## src/rtl/skid_pipe_reg.sv

```systemverilog
// -----------------------------------------------------------------------------
// skid_pipe_reg
//
// Elastic one-stage pipeline register with a skid slot. The main register (M)
// drives out_data. The skid register (S) catches the word that arrives while
// the downstream stalls. Because of S, in_ready can come straight from a flop
// and carries no combinational path from out_ready. The block also has a
// synchronous flush and a saturating stall counter.
//
// Handshake: a word moves when valid and ready are both high on a rising edge.
// A producer must not drop valid or change data until that edge. Ready may
// change freely and never depends combinationally on valid.
//
// Ports
//   clock        rising-edge clock
//   reset        synchronous active-low reset
//   flush        synchronous flush, discards held words
//   in_valid     upstream word present
//   in_data      upstream word [WIDTH]
//   in_ready     block can accept a word (flop output)
//   out_valid    out_data holds a valid word
//   out_data     head word [WIDTH] (flop output)
//   out_ready    downstream accepts the word
//   occupancy    held words 0..2; this is also the FSM state
//   stall_count  saturating count of out_valid & !out_ready cycles [CNT_WIDTH]
// -----------------------------------------------------------------------------
module skid_pipe_reg #(
  parameter int                 WIDTH       = 32,
  parameter logic [WIDTH-1:0]   RESET_VALUE = '0,
  parameter int                 CNT_WIDTH   = 16
) (
  input  logic                 clock,
  input  logic                 reset,
  input  logic                 flush,
  input  logic                 in_valid,
  input  logic [WIDTH-1:0]     in_data,
  output logic                 in_ready,
  output logic                 out_valid,
  output logic [WIDTH-1:0]     out_data,
  input  logic                 out_ready,
  output logic [1:0]           occupancy,
  output logic [CNT_WIDTH-1:0] stall_count
);

  typedef enum logic [1:0] {
    ST_EMPTY = 2'd0,
    ST_ONE   = 2'd1,
    ST_FULL  = 2'd2
  } state_t;

  state_t               r_state;
  state_t               w_state_nxt;
  logic [WIDTH-1:0]     r_main;
  logic [WIDTH-1:0]     w_main_nxt;
  logic [WIDTH-1:0]     r_skid;
  logic [WIDTH-1:0]     w_skid_nxt;
  logic                 r_in_ready;
  logic [CNT_WIDTH-1:0] r_stall;

  logic w_out_valid;
  logic w_in_fire;
  logic w_out_fire;
  logic w_stall_inc;

  assign w_out_valid = (r_state != ST_EMPTY);
  assign w_in_fire   = in_valid & r_in_ready;
  assign w_out_fire  = w_out_valid & out_ready;
  // Once the counter is all ones it stops counting.
  assign w_stall_inc = w_out_valid & ~out_ready & ~(&r_stall);

  // Next-state and datapath selection.
  always_comb begin
    w_state_nxt = r_state;
    w_main_nxt  = r_main;
    w_skid_nxt  = r_skid;
    if (flush) begin
      // Words are discarded only by the state change. M and S keep stale
      // contents, and an input fire in this cycle is dropped.
      w_state_nxt = ST_EMPTY;
    end else begin
      unique case (r_state)
        ST_EMPTY: begin
          if (w_in_fire) begin
            w_main_nxt  = in_data;
            w_state_nxt = ST_ONE;
          end
        end
        ST_ONE: begin
          if (w_in_fire && w_out_fire) begin
            w_main_nxt = in_data;
          end else if (w_in_fire) begin
            w_skid_nxt  = in_data;
            w_state_nxt = ST_FULL;
          end else if (w_out_fire) begin
            w_state_nxt = ST_EMPTY;
          end
        end
        ST_FULL: begin
          // in_ready is low here, so only the drain can happen.
          if (w_out_fire) begin
            w_main_nxt  = r_skid;
            w_state_nxt = ST_ONE;
          end
        end
        default: begin
          w_state_nxt = ST_EMPTY;
        end
      endcase
    end
  end

  always_ff @(posedge clock) begin
    if (!reset) begin
      r_state    <= ST_EMPTY;
      r_main     <= RESET_VALUE;
      r_skid     <= RESET_VALUE;
      r_in_ready <= 1'b1;
      r_stall    <= '0;
    end else begin
      r_state    <= w_state_nxt;
      r_main     <= w_main_nxt;
      r_skid     <= w_skid_nxt;
      // Register in_ready from the next state so that it is a pure flop.
      r_in_ready <= (w_state_nxt != ST_FULL);
      if (!flush && w_stall_inc) begin
        r_stall <= r_stall + 1'b1;
      end
    end
  end

  assign in_ready    = r_in_ready;
  assign out_valid   = w_out_valid;
  assign out_data    = r_main;
  assign occupancy   = r_state;
  assign stall_count = r_stall;

endmodule

```

## config.mk

```make
export PLATFORM = sky130hd
export DESIGN_NAME = skid_pipe_reg
export DESIGN_NICKNAME = d
export VERILOG_FILES = /design/src/rtl/skid_pipe_reg.sv
export SDC_FILE = /design/constraint.sdc
export NUM_CORES = 1
export LEC_CHECK = 0
export BUFFER_PORTS_ARGS = -buffer_cell sky130_fd_sc_hd__buf_2
export CORE_UTILIZATION = 53
export DETAILED_ROUTE_END_ITERATION = 10
export GPL_TIMING_DRIVEN = 0
export PLACE_DENSITY = 0.84
export SYNTH_ARGS = -nofsm -noshare
export SYNTH_HDL_FRONTEND = slang
export SYNTH_SLANG_ARGS = --single-unit
```

## constraint.sdc

```tcl
create_clock -name clock -period 1.7 [get_ports clock]
set_input_delay 0 -clock clock [delete_from_list [all_inputs] [get_ports clock]]
set_output_delay 0 -clock clock [all_outputs]
set_load 0.005 [all_outputs]
```

**After elaboration in Yosys (flattened, before gate mapping)**

Index checks and enable logic that the tools add are counted.

- Register bits after elaboration: 83
- Bits in latches: 0
- RAM bits: 0
- ROM bits: 0
- Input port bits: 37
- Word-level logic and storage cells: 40
- Memories kept: 0

- Add/sub/neg operators: 1
- Multipliers: 0
- Div/mod/pow operators: 0
- Magnitude comparators: 0
- Eq/ne operators: 6
- Shifts and indexed selects: 0
- Muxes and demuxes: 11
- Bitwise logic cells: 8
- Reductions and logical operators: 9

Operators by type and width:

| kind | number |
|---|---|
| 32-bit 2-to-1 mux | 3 |
| 32-bit one-hot mux with 3 select lines | 1 |
| 16-bit by 1-bit adder with 16-bit output (second input constant) | 1 |
| 16-bit AND reduction | 1 |
| 2-bit 2-to-1 mux | 6 |
| 2-bit != test (second input constant) | 4 |
| 2-bit one-hot mux with 3 select lines | 1 |
| 5-bit AND reduction | 1 |
| 1-bit bitwise AND | 4 |
| 1-bit inverter | 4 |
| 4-bit AND reduction | 1 |
| 3-bit nonzero test | 1 |
| 2-bit by 1-bit == test with 1-bit output (second input constant) | 1 |
| 2-bit == test (second input constant) | 1 |
| 1-bit logical AND | 2 |
| 2-bit zero test | 1 |
| 2-bit nonzero test | 1 |
| 1-bit zero test | 1 |

**Depth between registers and ports, before layout**

- Word-level depth: 8
- Gate-level depth with buffers: 7
- Depth with buffers taken out: 5

**Worst setup path after synthesis**

Ideal clock, no wire load.

- Path type: flip-flop to flip-flop
- From: register r_stall[0], in the netlist stall_count[0]
- To: register r_stall[0], in the netlist stall_count[0]
- Setup time: 126 ps
- Arrival time: 1,409 ps
- Setup slack: 165 ps
- Stages on the path, launching flop included: 6
- Buffers on the path: 0
- Clock period less this slack: 1,535 ps
- Cell sequence: dfxtp_1 > ha_1 > and3_1 > nor3b_2 > a21oi_1 > mux2i_1

- Word-level cells in the longest chain between the ends: 4
- Elaborated cells between the ends (all ways): 5

RTL lines:

| item | line | text |
|---|---|---|
| start, declared | 58 | `logic [CNT_WIDTH-1:0] r_stall;` |
| start signal, assigned | 126 | `r_stall <= r_stall + 1'b1;` |
| parallel branches: the longest is 4 deep, another holds 16-bit by 1-bit adder with 16-bit output | - |  |

Parallel ways; which one is timed is not known.
A chain may end at the register's enable or synchronous reset.

**Worst setup path in the final report**

- From: register r_stall[11], in the netlist stall_count[11]
- To: register r_stall[13], in the netlist stall_count[13]

The elaborated chain is that of the path after synthesis.

==> summary.md <==
| Metric | Value |
|---|---|
| Outcome | completed |
| Synth area leader | dfxtp_1 |
| Initial Utilization | 54.8% |
| GRT Resource Usage Total | 28.8% |
| Filler instances | 517 |
| Initial drt markers | 258 |
| RR Startpoint | stall_count[11] |
| Synthesis-to-finish area growth | 34.2% |
| Die Y-Extent | 85.8 um |
| Port Buffer Count | 88 |
| Footprint of the multi-input gates | 0.00197 mm^2 |
| Synth Instances | 447 |
| WL final | 10.9 mm |
| Switching Fraction | 23.5% |
| Gp weighted congestion | 0.886 |
| Post-synth top area share | 44.6% |
| Wl on met1 | 4.60 mm |
| CP Max Fanout | 6 |
| First-pass DRT Iterations | 7 |
| Top Metal Used | met4 |
| Rel. slew slack | 59.8% |
| Critical Path Start | stall_count[11] |
| Antenna diode count | 0 |
| Final ANT Viol Nets | 0 |
| # IOs | 89 |
| Seq/Total Area, Yosys | 44.6% |
| CP endpoint kind | register |
| Crit path required time | 1.94 ns |
| CTS clk-pin slew, worst paths | 0.08 ns |
| Initial antenna violation count | 0 |
| Final worst path period need | 1.69 ns |
| Post-DP HPWL | 6.77 mm |
| Fraction of registers with async set/reset | 0% |
| Comb pwr share | 10.3% |
| Number of clock sinks | 83 |
| Number of global-route vias before repair | 3551 |
| Net count, final | 619 |
| Setup violators final | 0 |
| Max cap viols | 0 |
| DRC violations left | 0 |
| Post-synth top cells | nand2_1 (147), dfxtp_1 (83), a21oi_1 (37), a2111oi_0 (32), a31o_1 (32) |
| CP endpoint | stall_count[13] |
| Clk root buf | clkbuf_8 |
| Top_reg_cell synth | dfxtp_1 |
| Clock power share | 40.8% |
| Vias | 3913 |
| Clock insertion delay at the later pin of the skew report | 0.36 ns |
| Endpoints failing hold | 0 |
| Reg2reg end | stall_count[13] |
| Synth Cell Area | 0.00373 mm^2 |
| Share of power burned in registers | 48.9% |
| Largest net degree at the start of global routing | 14 |
| Wire length on met3 | 642 um |
| Die X-Extent | 85.8 um |
| Syn_nets | 485 |
| Met2 Wirelength | 5.42 mm |
| P_sw | 0.000966 W |
| Reg2Reg Depth | 4 |
| TritonCTS clock tree | built |
| Final critical-path share of the clock period | 99.2% |
| Setup ws final | 0.0132 ns |
| Core area | 0.00679 mm^2 |
| #FFs+latches synth | 83 |
| Post-DR vias/cell | 5.75 |
| Avg Inst Size Synth | 8.34 um^2 |
| Hold WS | 0.0463 ns |
| Netlist cell types | 43 |
| Least-Margin Pin Slew | 0.604 ns |
| Reg area | 0.00167 mm^2 |
| Synth area leaders | dfxtp_1 (45%), nand2_1 (15%), a2111oi_0 (7.5%) |
| Power density cells | 823 mW/mm^2 |
| Synthesis warning total | 0 |
| Max VDD drop | 0.000485 V |
| Pre-CTS worst setup slack | -0.284 ns |
| Highest clock rate | 593 MHz |
| Critical path type | register to register |
| Share of layout cells above drive strength 1 | 25.5% |
| Max Buffers Root-to-Sink | 2 |
| TritonCTS buffer count | 9 |
| DR WL/cell | 16.0 um |
| Leakage power | 1.99 nW |
| Worst Setup Start Kind | register |
| Most common cell in the netlist | nand2_1 |
| First-pass GRT wire length | 16.8 mm |
| Hold Crit Class | input pin to register |
| R2R Setup Slk | 0.01 ns |
| Die area | 0.00737 mm^2 |
| Site Rows | 30 |
| Grt ovf | 0 |
| Crit path arrival time | 1.93 ns |
| Internal power | 0.00315 W |
| Clk_skew | 0.00815 ns |
| Final Max Tran Viols | 0 |
| Post-synth EDFFs | 0 |
| RSZ-0062 raised after global routing | true |
| H-tree depth | 3 |
per-layer routing:
layer | GRT usage (%) | up-vias
met5 | 0 | -
met2 | 49.5 | 171
li1 | - | 1866
met1 | 36.0 | 1844
met3 | 4.91 | 32
met4 | 11.4 | 0
area by class of cell:
class                      instances  share of cell area (%)
inverter                           5                   0.375
sequential                        83                    33.4
tap                               96                    2.40
buffer                            40                    4.36
multi-input combinational        320                    39.3
timing repair buffer             122                    15.5
clock buffer                      10                    2.55
clock inverter                     5                    2.05
how the worst min path moves through the flow:
stage | startpoint | end | slack (ns) | cells after the start
floorplan | in_data[0] | r_skid[0] | 0.14 | 2
global placement | in_data[20] | r_skid[20] | 0.26 | 3
detailed placement | in_data[6] | r_skid[6] | 0.26 | 3
CTS | out_ready | occupancy[0] | 0.006 | 3
global route | out_ready | occupancy[0] | 0.06 | 3
finish | out_ready | occupancy[0] | 0.05 | 3
through the flow:
step           utilization [%]  cell area (um^2)  setup TNS (ns)  cells  power, W
6_report                  73.6              5000               0    681   0.00412
5_1_grt                   73.6              5000          -0.295    681   0.00424
4_1_cts                   72.0              4890        -0.00475    679   0.00408
3_5_place_dp              63.1              4290           -2.32    631   0.00239
3_3_place_gp              63.1              4290           -1.23    631   0.00238
2_1_floorplan                -              3730               0    447   0.00223
flip-flops by register name (all words and copies together), names as in the netlist:
signal	count
stall_count	16
r_skid	32
occupancy	2
out_data	32
in_ready	1
power by group through the flow:
stage	sequential, W	clock (W)	combinational [W]
after floorplan	0.00206	0	0.000170
after global placement	0.00206	0	0.000319
after detailed placement	0.00206	0	0.000329
after CTS	0.00201	0.00167	0.000395
after global routing	0.00202	0.00176	0.000459
final	0.00201	0.00168	0.000425
critical path, cell delays in order (launching register included):
cell and delay (ns):
dfxtp_1 0.44, nand4_1 0.32, nor3b_4 0.40, nor3_1 0.10, a311oi_1 0.32
placed cells by master, fill, tap and decap left out, types with 2 or more instances in the layout:
master           n
a2111oi_1       11
and3_1           2
bufinv_16        3
clkbuf_4         2
buf_4            4
nor4_2           2
inv_1            4
a2111oi_2        7
or2_1            2
a31o_1          32
and2_1           2
a211oi_1         6
buf_2          100
a311oi_1         2
nand4_1          3
nand2b_1         9
mux2i_1         10
clkbuf_8         9
a2111oi_0       13
o41ai_1          2
clkbuf_1        17
a41oi_1          2
nand2_1        147
buf_6            5
dfxtp_2          3
a21oi_1         37
dlygate4sd3_1   32
nand3_2          2
dfxtp_1         79
nor3_1           2
nand3_1          5
buf_1            3
kinds of logic after synthesis:
kind of cell             synth area share, %
AO/OA/AOI/OAI                           24.1
XOR/XNOR                               0.235
adder cells (fa/ha/maj)                0.336
buffers and inverters                   5.94
flip-flops                              44.6
multiplexers                            2.69
AND/OR/NAND/NOR                         22.1
repair_timing:
item | in CTS | in global routing
pin swaps | 0 | 2
endpoints found under the setup margin | 39 | 53
buffers inserted | 0 | 2
hold endpoints to repair | 32 | 0
resized for setup | 13 | 39
hold buffers | 32 | 0
cloned | 1 | 0
Note: power is estimated with default switching activity, not from simulation.
